`src/rtl/ahb_pkg.sv`:
```
// ----------------------------------------------------------------------------
// ahb_pkg
// Shared AHB-lite encodings and the register-bank arbiter FSM state type.
// Contents:
//   HADDR_WIDTH / HDATA_WIDTH  fixed 32-bit bus widths
//   HTRANS_*                   transfer type encodings
//   HBURST_SINGLE, HSIZE_WORD  constant burst/size used for every transfer
//   HRESP_*                    slave response encodings (bit 0 = ERROR)
//   HPROT_DATA_PRIV            constant protection attribute
//   arb_state_t                ARB -> ADDR -> DATA -> RESP
// ----------------------------------------------------------------------------
package ahb_pkg;

    localparam int HADDR_WIDTH = 32;
    localparam int HDATA_WIDTH = 32;

    localparam logic [1:0] HTRANS_IDLE   = 2'b00;
    localparam logic [1:0] HTRANS_BUSY   = 2'b01;
    localparam logic [1:0] HTRANS_NONSEQ = 2'b10;
    localparam logic [1:0] HTRANS_SEQ    = 2'b11;

    localparam logic [2:0] HBURST_SINGLE = 3'b000;
    localparam logic [2:0] HSIZE_WORD    = 3'b010;

    localparam logic [1:0] HRESP_OKAY    = 2'b00;
    localparam logic [1:0] HRESP_ERROR   = 2'b01;

    // Data access, privileged, non-bufferable, non-cacheable.
    localparam logic [3:0] HPROT_DATA_PRIV = 4'b0011;

    typedef enum logic [1:0] {
        ARB  = 2'd0,
        ADDR = 2'd1,
        DATA = 2'd2,
        RESP = 2'd3
    } arb_state_t;

endpackage : ahb_pkg

```
`src/rtl/rr_arbiter.sv`:
```
// ----------------------------------------------------------------------------
// rr_arbiter
// Purely combinational round-robin pick: grants the first set request at or
// after ptr_i, wrapping modulo N_REQ. The pointer register lives in the parent.
// Ports:
//   req_i      [N_REQ-1:0]  request vector
//   ptr_i      [IDX_W-1:0]  highest-priority index (must be < N_REQ)
//   en_i                    grant allowed this cycle
//   gnt_o      [N_REQ-1:0]  one-hot grant (zero when disabled or idle)
//   gnt_idx_o  [IDX_W-1:0]  encoded grant index (zero when no grant)
// ----------------------------------------------------------------------------
module rr_arbiter #(
    parameter int N_REQ = 3,
    parameter int IDX_W = (N_REQ > 1) ? $clog2(N_REQ) : 1
) (
    input  logic [N_REQ-1:0] req_i,
    input  logic [IDX_W-1:0] ptr_i,
    input  logic             en_i,
    output logic [N_REQ-1:0] gnt_o,
    output logic [IDX_W-1:0] gnt_idx_o
);

    logic             found;
    int               pos;
    logic [IDX_W-1:0] pos_idx;

    // Scan N_REQ positions starting at the pointer; the first hit wins.
    always_comb begin
        gnt_o     = '0;
        gnt_idx_o = '0;
        found     = 1'b0;
        pos       = 0;
        pos_idx   = '0;
        for (int off = 0; off < N_REQ; off++) begin
            pos = int'(ptr_i) + off;
            if (pos >= N_REQ) begin
                pos = pos - N_REQ;
            end
            pos_idx = IDX_W'(pos);
            if (en_i && !found && req_i[pos_idx]) begin
                found          = 1'b1;
                gnt_o[pos_idx] = 1'b1;
                gnt_idx_o      = pos_idx;
            end
        end
    end

endmodule : rr_arbiter

```
`src/rtl/ahb_reg_arbiter.sv`:
```
// ----------------------------------------------------------------------------
// ahb_reg_arbiter
// Shares one AHB-lite register-bank slave between N_REQ internal requesters.
// Requests are accepted round-robin in ARB and issued as single 32-bit NONSEQ
// transfers, one at a time: ARB -> ADDR -> DATA -> RESP -> ARB.
// Optional build macro AHB_ARB_TIMEOUT_EN adds a data-phase watchdog that
// aborts a transfer with an error after TIMEOUT_CYCLES stalled cycles.
// Ports:
//   clk_i, rstn_i            clock, asynchronous active-low reset
//   req_valid_i/write_i      per-requester request valid and direction
//   req_addr_i/wdata_i       packed per requester, requester k at [k*32+:32]
//   req_ready_o              one-hot accept pulse (combinational, ARB only)
//   rsp_valid_o              one-hot completion pulse
//   rsp_rdata_o, rsp_err_o   response data/error, valid with rsp_valid_o
//   h*_o                     AHB-lite master outputs
//   hready_o                 feeds the slave's hreadyi (mirrors hreadyo_i)
//   hreadyo_i/hresp_i/hrdata_i  AHB-lite slave response
// ----------------------------------------------------------------------------
module ahb_reg_arbiter
    import ahb_pkg::*;
#(
    parameter int N_REQ          = 3,
    parameter int TIMEOUT_CYCLES = 64
) (
    input  logic                         clk_i,
    input  logic                         rstn_i,
    input  logic [N_REQ-1:0]             req_valid_i,
    input  logic [N_REQ-1:0]             req_write_i,
    input  logic [N_REQ*HADDR_WIDTH-1:0] req_addr_i,
    input  logic [N_REQ*HDATA_WIDTH-1:0] req_wdata_i,
    output logic [N_REQ-1:0]             req_ready_o,
    output logic [N_REQ-1:0]             rsp_valid_o,
    output logic [HDATA_WIDTH-1:0]       rsp_rdata_o,
    output logic                         rsp_err_o,
    output logic                         hsel_o,
    output logic [HADDR_WIDTH-1:0]       haddr_o,
    output logic                         hwrite_o,
    output logic [1:0]                   htrans_o,
    output logic [2:0]                   hsize_o,
    output logic [2:0]                   hburst_o,
    output logic [3:0]                   hprot_o,
    output logic                         hmastlock_o,
    output logic [HDATA_WIDTH-1:0]       hwdata_o,
    output logic                         hready_o,
    input  logic                         hreadyo_i,
    input  logic [1:0]                   hresp_i,
    input  logic [HDATA_WIDTH-1:0]       hrdata_i
);

    localparam int IDX_W = (N_REQ > 1) ? $clog2(N_REQ) : 1;

    arb_state_t             state_q, state_d;
    logic [IDX_W-1:0]       ptr_q, ptr_d;
    logic [IDX_W-1:0]       idx_q, idx_d;
    logic [HADDR_WIDTH-1:0] addr_q, addr_d;
    logic                   write_q, write_d;
    logic [HDATA_WIDTH-1:0] wdata_q, wdata_d;
    logic [HDATA_WIDTH-1:0] rdata_q, rdata_d;
    logic                   err_q, err_d;

    logic [N_REQ-1:0]       gnt;
    logic [IDX_W-1:0]       gnt_idx;
    logic                   timeout_hit;

    logic [HADDR_WIDTH-1:0] addr_arr  [N_REQ];
    logic [HDATA_WIDTH-1:0] wdata_arr [N_REQ];

    // hresp_i[1] is not part of the AHB-lite response encoding.
    logic unused_hresp;
    assign unused_hresp = hresp_i[1];

    for (genvar k = 0; k < N_REQ; k++) begin : g_unpack
        assign addr_arr[k]  = req_addr_i[k*HADDR_WIDTH +: HADDR_WIDTH];
        assign wdata_arr[k] = req_wdata_i[k*HDATA_WIDTH +: HDATA_WIDTH];
    end

    rr_arbiter #(
        .N_REQ (N_REQ),
        .IDX_W (IDX_W)
    ) u_rr_arbiter (
        .req_i     (req_valid_i),
        .ptr_i     (ptr_q),
        .en_i      (state_q == ARB),
        .gnt_o     (gnt),
        .gnt_idx_o (gnt_idx)
    );

`ifdef AHB_ARB_TIMEOUT_EN
    localparam int TO_W = $clog2(TIMEOUT_CYCLES + 1);

    logic [TO_W-1:0] to_cnt_q, to_cnt_d;
    logic            stalled;

    // Counts stalled ADDR/DATA cycles; ARB always precedes ADDR, so clearing
    // there gives a fresh count on every ADDR entry. The hit fires on the
    // stalled cycle that brings the count to TIMEOUT_CYCLES.
    always_comb begin
        stalled     = ((state_q == ADDR) || (state_q == DATA)) && !hreadyo_i;
        to_cnt_d    = to_cnt_q;
        timeout_hit = stalled && (to_cnt_q == TO_W'(TIMEOUT_CYCLES - 1));
        if (state_q == ARB) begin
            to_cnt_d = '0;
        end else if (stalled) begin
            to_cnt_d = to_cnt_q + 1'b1;
        end
    end

    always_ff @(posedge clk_i or negedge rstn_i) begin
        if (!rstn_i) begin
            to_cnt_q <= '0;
        end else begin
            to_cnt_q <= to_cnt_d;
        end
    end
`else
    logic unused_timeout_cfg;
    assign unused_timeout_cfg = ^TIMEOUT_CYCLES;
    assign timeout_hit        = 1'b0;
`endif

    always_comb begin
        state_d = state_q;
        ptr_d   = ptr_q;
        idx_d   = idx_q;
        addr_d  = addr_q;
        write_d = write_q;
        wdata_d = wdata_q;
        rdata_d = rdata_q;
        err_d   = err_q;
        unique case (state_q)
            ARB: begin
                if (|req_valid_i) begin
                    idx_d   = gnt_idx;
                    addr_d  = addr_arr[gnt_idx];
                    write_d = req_write_i[gnt_idx];
                    wdata_d = wdata_arr[gnt_idx];
                    ptr_d   = (gnt_idx == IDX_W'(N_REQ - 1)) ? '0 : gnt_idx + 1'b1;
                    state_d = ADDR;
                end
            end
            ADDR: begin
                if (hreadyo_i) begin
                    state_d = DATA;
                end else if (timeout_hit) begin
                    rdata_d = '0;
                    err_d   = 1'b1;
                    state_d = RESP;
                end
            end
            DATA: begin
                if (hreadyo_i) begin
                    // Error or write responses never carry read data upward.
                    err_d   = hresp_i[0];
                    rdata_d = (!write_q && !hresp_i[0]) ? hrdata_i : '0;
                    state_d = RESP;
                end else if (timeout_hit) begin
                    rdata_d = '0;
                    err_d   = 1'b1;
                    state_d = RESP;
                end
            end
            RESP: begin
                state_d = ARB;
            end
            default: begin
                state_d = ARB;
            end
        endcase
    end

    always_ff @(posedge clk_i or negedge rstn_i) begin
        if (!rstn_i) begin
            state_q <= ARB;
            ptr_q   <= '0;
            idx_q   <= '0;
            addr_q  <= '0;
            write_q <= 1'b0;
            wdata_q <= '0;
            rdata_q <= '0;
            err_q   <= 1'b0;
        end else begin
            state_q <= state_d;
            ptr_q   <= ptr_d;
            idx_q   <= idx_d;
            addr_q  <= addr_d;
            write_q <= write_d;
            wdata_q <= wdata_d;
            rdata_q <= rdata_d;
            err_q   <= err_d;
        end
    end

    assign req_ready_o = gnt;
    assign rsp_valid_o = (state_q == RESP) ? (N_REQ'(1) << idx_q) : '0;
    assign rsp_rdata_o = (state_q == RESP) ? rdata_q : '0;
    assign rsp_err_o   = (state_q == RESP) && err_q;

    assign hsel_o      = (state_q == ADDR);
    assign haddr_o     = (state_q == ADDR) ? addr_q : '0;
    assign hwrite_o    = (state_q == ADDR) && write_q;
    assign htrans_o    = (state_q == ADDR) ? HTRANS_NONSEQ : HTRANS_IDLE;
    assign hsize_o     = HSIZE_WORD;
    assign hburst_o    = HBURST_SINGLE;
    assign hprot_o     = HPROT_DATA_PRIV;
    assign hmastlock_o = 1'b0;
    assign hwdata_o    = ((state_q == DATA) && write_q) ? wdata_q : '0;
    assign hready_o    = hreadyo_i;

endmodule : ahb_reg_arbiter

```
`config.mk`:
```
export PLATFORM = sky130hd
export DESIGN_NAME = ahb_reg_arbiter
export DESIGN_NICKNAME = d
export VERILOG_FILES = /design/src/rtl/ahb_pkg.sv /design/src/rtl/rr_arbiter.sv /design/src/rtl/ahb_reg_arbiter.sv
export SDC_FILE = /design/constraint.sdc
export NUM_CORES = 1
export LEC_CHECK = 0
export ABC_AREA = 1
export CAP_MARGIN = 20
export CORE_MARGIN = 3
export CORE_UTILIZATION = 37
export CTS_CLUSTER_SIZE = 28
export DETAILED_ROUTE_END_ITERATION = 8
export HOLD_SLACK_MARGIN = 0.1
export PLACE_DENSITY = 0.76
export SLEW_MARGIN = 20
export SYNTH_ARGS = -nofsm -noshare
export SYNTH_HDL_FRONTEND = slang
export SYNTH_SLANG_ARGS = --single-unit
```
`constraint.sdc`:
```
create_clock -name clk_i -period 5.5 [get_ports clk_i]
set_clock_uncertainty 0.15 [all_clocks]
set_input_delay 1.1 -clock clk_i [delete_from_list [all_inputs] [get_ports clk_i]]
set_output_delay 1.1 -clock clk_i [all_outputs]
set_load 0.03 [all_outputs]
```
==> run_results.csv <==
group,metric,value,unit
place,dp.cells,1580,
cts,ctsResizeCount,0,
synth,syn-mean-instance-area,6.45,sq um
pwr,vdd_drop_max,358,uV
synth,syn_inst,1066,
timing,min_period,4.41,ns
cells_and_area,regArea,0.00260,sq mm
synth,synth_area,0.00688,sq mm
detailed_routing,vias_per_cell,4.79,
pwr,combPwrFrac,62.4,%
timing,max_slew_margin,36.7,%
worst_setup_path,crit_start,"req_valid_i[2]",
cts,cts_max_level,3,
cts,cts_tree,"built",
cells_and_area,layout-drive-gt1-share,3.95,%
cells_and_area,layout.cells.non_filler,1597,
worst_setup_path,reg2reg_from,"ptr_q[0]",
synth,synth_edf_count,0,
timing,finalSetupViolCount,0,
grt,grt_pass1_vias,7499,
cts,clk_pin_slew,0.06,ns
timing,finalHoldViolations,0,
worst_setup_path,worstSetupStartpointType,"primary input",
worst_setup_path,worstPathMaxFanout,4,
pwr,sequentialPowerShare,24.7,%
timing,tightestPinTransition,0.947,ns
detailed_routing,dr.pass1.iters,5,
floorplan,die_h,142,microns
synth,yosys_most_used_dff,"dfrtp_1",
detailed_routing,num_vias,7652,
timing,max_clock_freq,227,MHz
hold_path,hold_class,"flop to flop",
floorplan,die_x,142,microns
synth,yosys_register_bits,104,
detailed_routing,drc,0,
floorplan,pin_count,354,
worst_setup_path,end_kind,"output pin",
detailed_routing,routedWlPerCell,15.4,microns
cts,cts_setup_buffers,0,
place,place_ws,1.13,ns
place,io_buffers,340,
timing,rsz0062_at_grt,"no",
floorplan,rows,49,
pwr,p_leak,5.74,nW
grt,grt_max_degree,79,
cts,worstSkewPairLatency,0.34,ns
timing,slew_violations,0,
status,status,"completed",
floorplan,dieArea,0.0203,sq mm
timing,whs,0.332,ns
cells_and_area,final_net_count,1605,
worst_setup_path,worstPathArrival,3.16,ns
grt,grt_pass1_wl,38.8,mm
cells_and_area,multiInputGateArea,0.00302,sq mm
cts,cts_buffers,9,
synth,ys_types,30,
job,drv_cap,0,
pwr,swShare,48.8,%
detailed_routing,wirelength,24.7,mm
detailed_routing,antenna_left,0,
cells_and_area,n_fill_cell,1729,
cells_and_area,area_delta_synth_final,55.0,%
synth,synth_top_area_cell,"dfrtp_1",
pwr,netSwitchingPower,2.66,mW
grt,antenna_found_initial,1,
grt,grtUsageTotal,24.0,%
pwr,intPower,2.79,mW
cells_and_area,layout_common_cells,"339 x clkdlybuf4s50_1, 231 x inv_1, 226 x nand2_1, 152 x nand3_1, 112 x a21oi_1",
detailed_routing,drt_iter0_drc,457,
pwr,powerDensity,511,mW/mm^2
cts,clock_path_buffers,2,
worst_setup_path,required,4.25,ns
timing,worst_slack,1.09,ns
floorplan,start_util,38.0,%
place,dp_hpwl,17.7,mm
synth,synthArstFlopShare,100,%
timing,final.setup.tns,0,ns
place,gp_congestion,0.837,
cts,hold_buffers,0,
synth,netlist_top_cells_area,"dfrtp_1 38%, inv_1 13%, nand2_1 12%",
timing,period_share,80.1,%
cts,clockRootBuffer,"clkbuf_16",
pwr,clkPwrFrac,12.8,%
synth,synth_top_cell_area_share,37.8,%
cts,cts_sinks,104,
synth,seq_area_frac_synth,37.8,%
cells_and_area,layout.cells.most_common,"clkdlybuf4s50_1",
grt,grt_overflow,0,
synth,yosysWarnings,0,
floorplan,core_area,0.0181,sq mm
worst_setup_path,path_class,"primary input to output pin",
hold_path,min-delay-start,"rdata_q[11]",
-- flip-flops by register name, summed over array words and instances (netlist names) --
register,flops
rdata_q,32
wdata_q,32
write_q,1
ptr_q,2
idx_q,2
err_q,1
state_q,2
addr_q,32
-- final timing paths --
kind	to	slack, ns	cells after the start
max in group asynchronous	wdata_q[20]	3.66	2
worst min register to register	rdata_q[11]	0.33	2
worst max register to register	wdata_q[3]	2.37	15
worst max-delay path	req_ready_o[1]	1.09	8
worst min-delay path	rdata_q[11]	0.33	2
min in group asynchronous	addr_q[21]	0.64	1
-- cell families after synthesis --
logic type / Yosys count / share of synthesized area [%]
adders and majority gates: 8 / 1.46
buffers and inverters: 320 / 19.0
other: 2 / 0.109
and+or+nand+nor: 489 / 30.2
DFF: 104 / 37.8
AOI/OAI and AO/OA: 143 / 11.4
-- layout make-up --
type | instances | area share, %
Antenna cell | 1 | 0.0235
Clock inverter | 6 | 0.775
Inverter | 238 | 8.38
Multi-Input combinational cell | 652 | 28.3
Clock buffer | 10 | 2.24
Timing Repair Buffer | 357 | 33.1
Sequential cell | 104 | 24.4
Tap cell | 229 | 2.69
-- per-layer routing --
metal  GRT usage, %  vias to the layer above  share of wire, %
met5              0                        -                 0
met4           8.40                        0               2.4
met3           6.12                       34               8.1
met2           41.1                      313                50
met1           29.3                     3487                40
li1               -                     3818                 -
-- synthesized netlist by cell type, types with 3 or more instances --
cell type	instances
buf_2	23
a22oi_1	9
clkbuf_1	38
dfrtp_1	104
nand2_2	4
nand3_2	3
a21oi_1	112
nand2_1	228
inv_2	5
nor2_1	94
ha_1	8
nand4_1	3
inv_1	231
o211ai_1	9
buf_4	19
nand3_1	152
o21ai_0	5
nor3_1	3
-- metrics by stage --
step           cell area [sq um]  utilization, %  power (mW)
6_report                   10700            58.9        5.45
5_1_grt                    10700            58.9        5.93
4_1_cts                    10700            58.9        5.50
3_5_place_dp               10300            57.1        4.77
3_3_place_gp               10300            57.1        4.70
2_1_floorplan               6910               -        3.59
-- power by group through the flow --
stage | clock network (mW) | registers (mW) | logic [mW]
floorplan | 0 | 1.30 | 2.29
global placement | 0 | 1.34 | 3.36
detailed placement | 0 | 1.36 | 3.41
CTS | 0.723 | 1.35 | 3.43
global route | 0.752 | 1.40 | 3.78
finish | 0.698 | 1.35 | 3.40
-- worst max-delay path, cell delays in order --
cell and delay (ns):
clkdlybuf4s50_1 0.50, inv_1 0.10, o21ai_2 0.18, nand3_1 0.15, nor2_1 0.21, nor2_2 0.08, o31ai_1 0.08, clkdlybuf4s50_1 0.75
(Power assumes the default switching activity.)
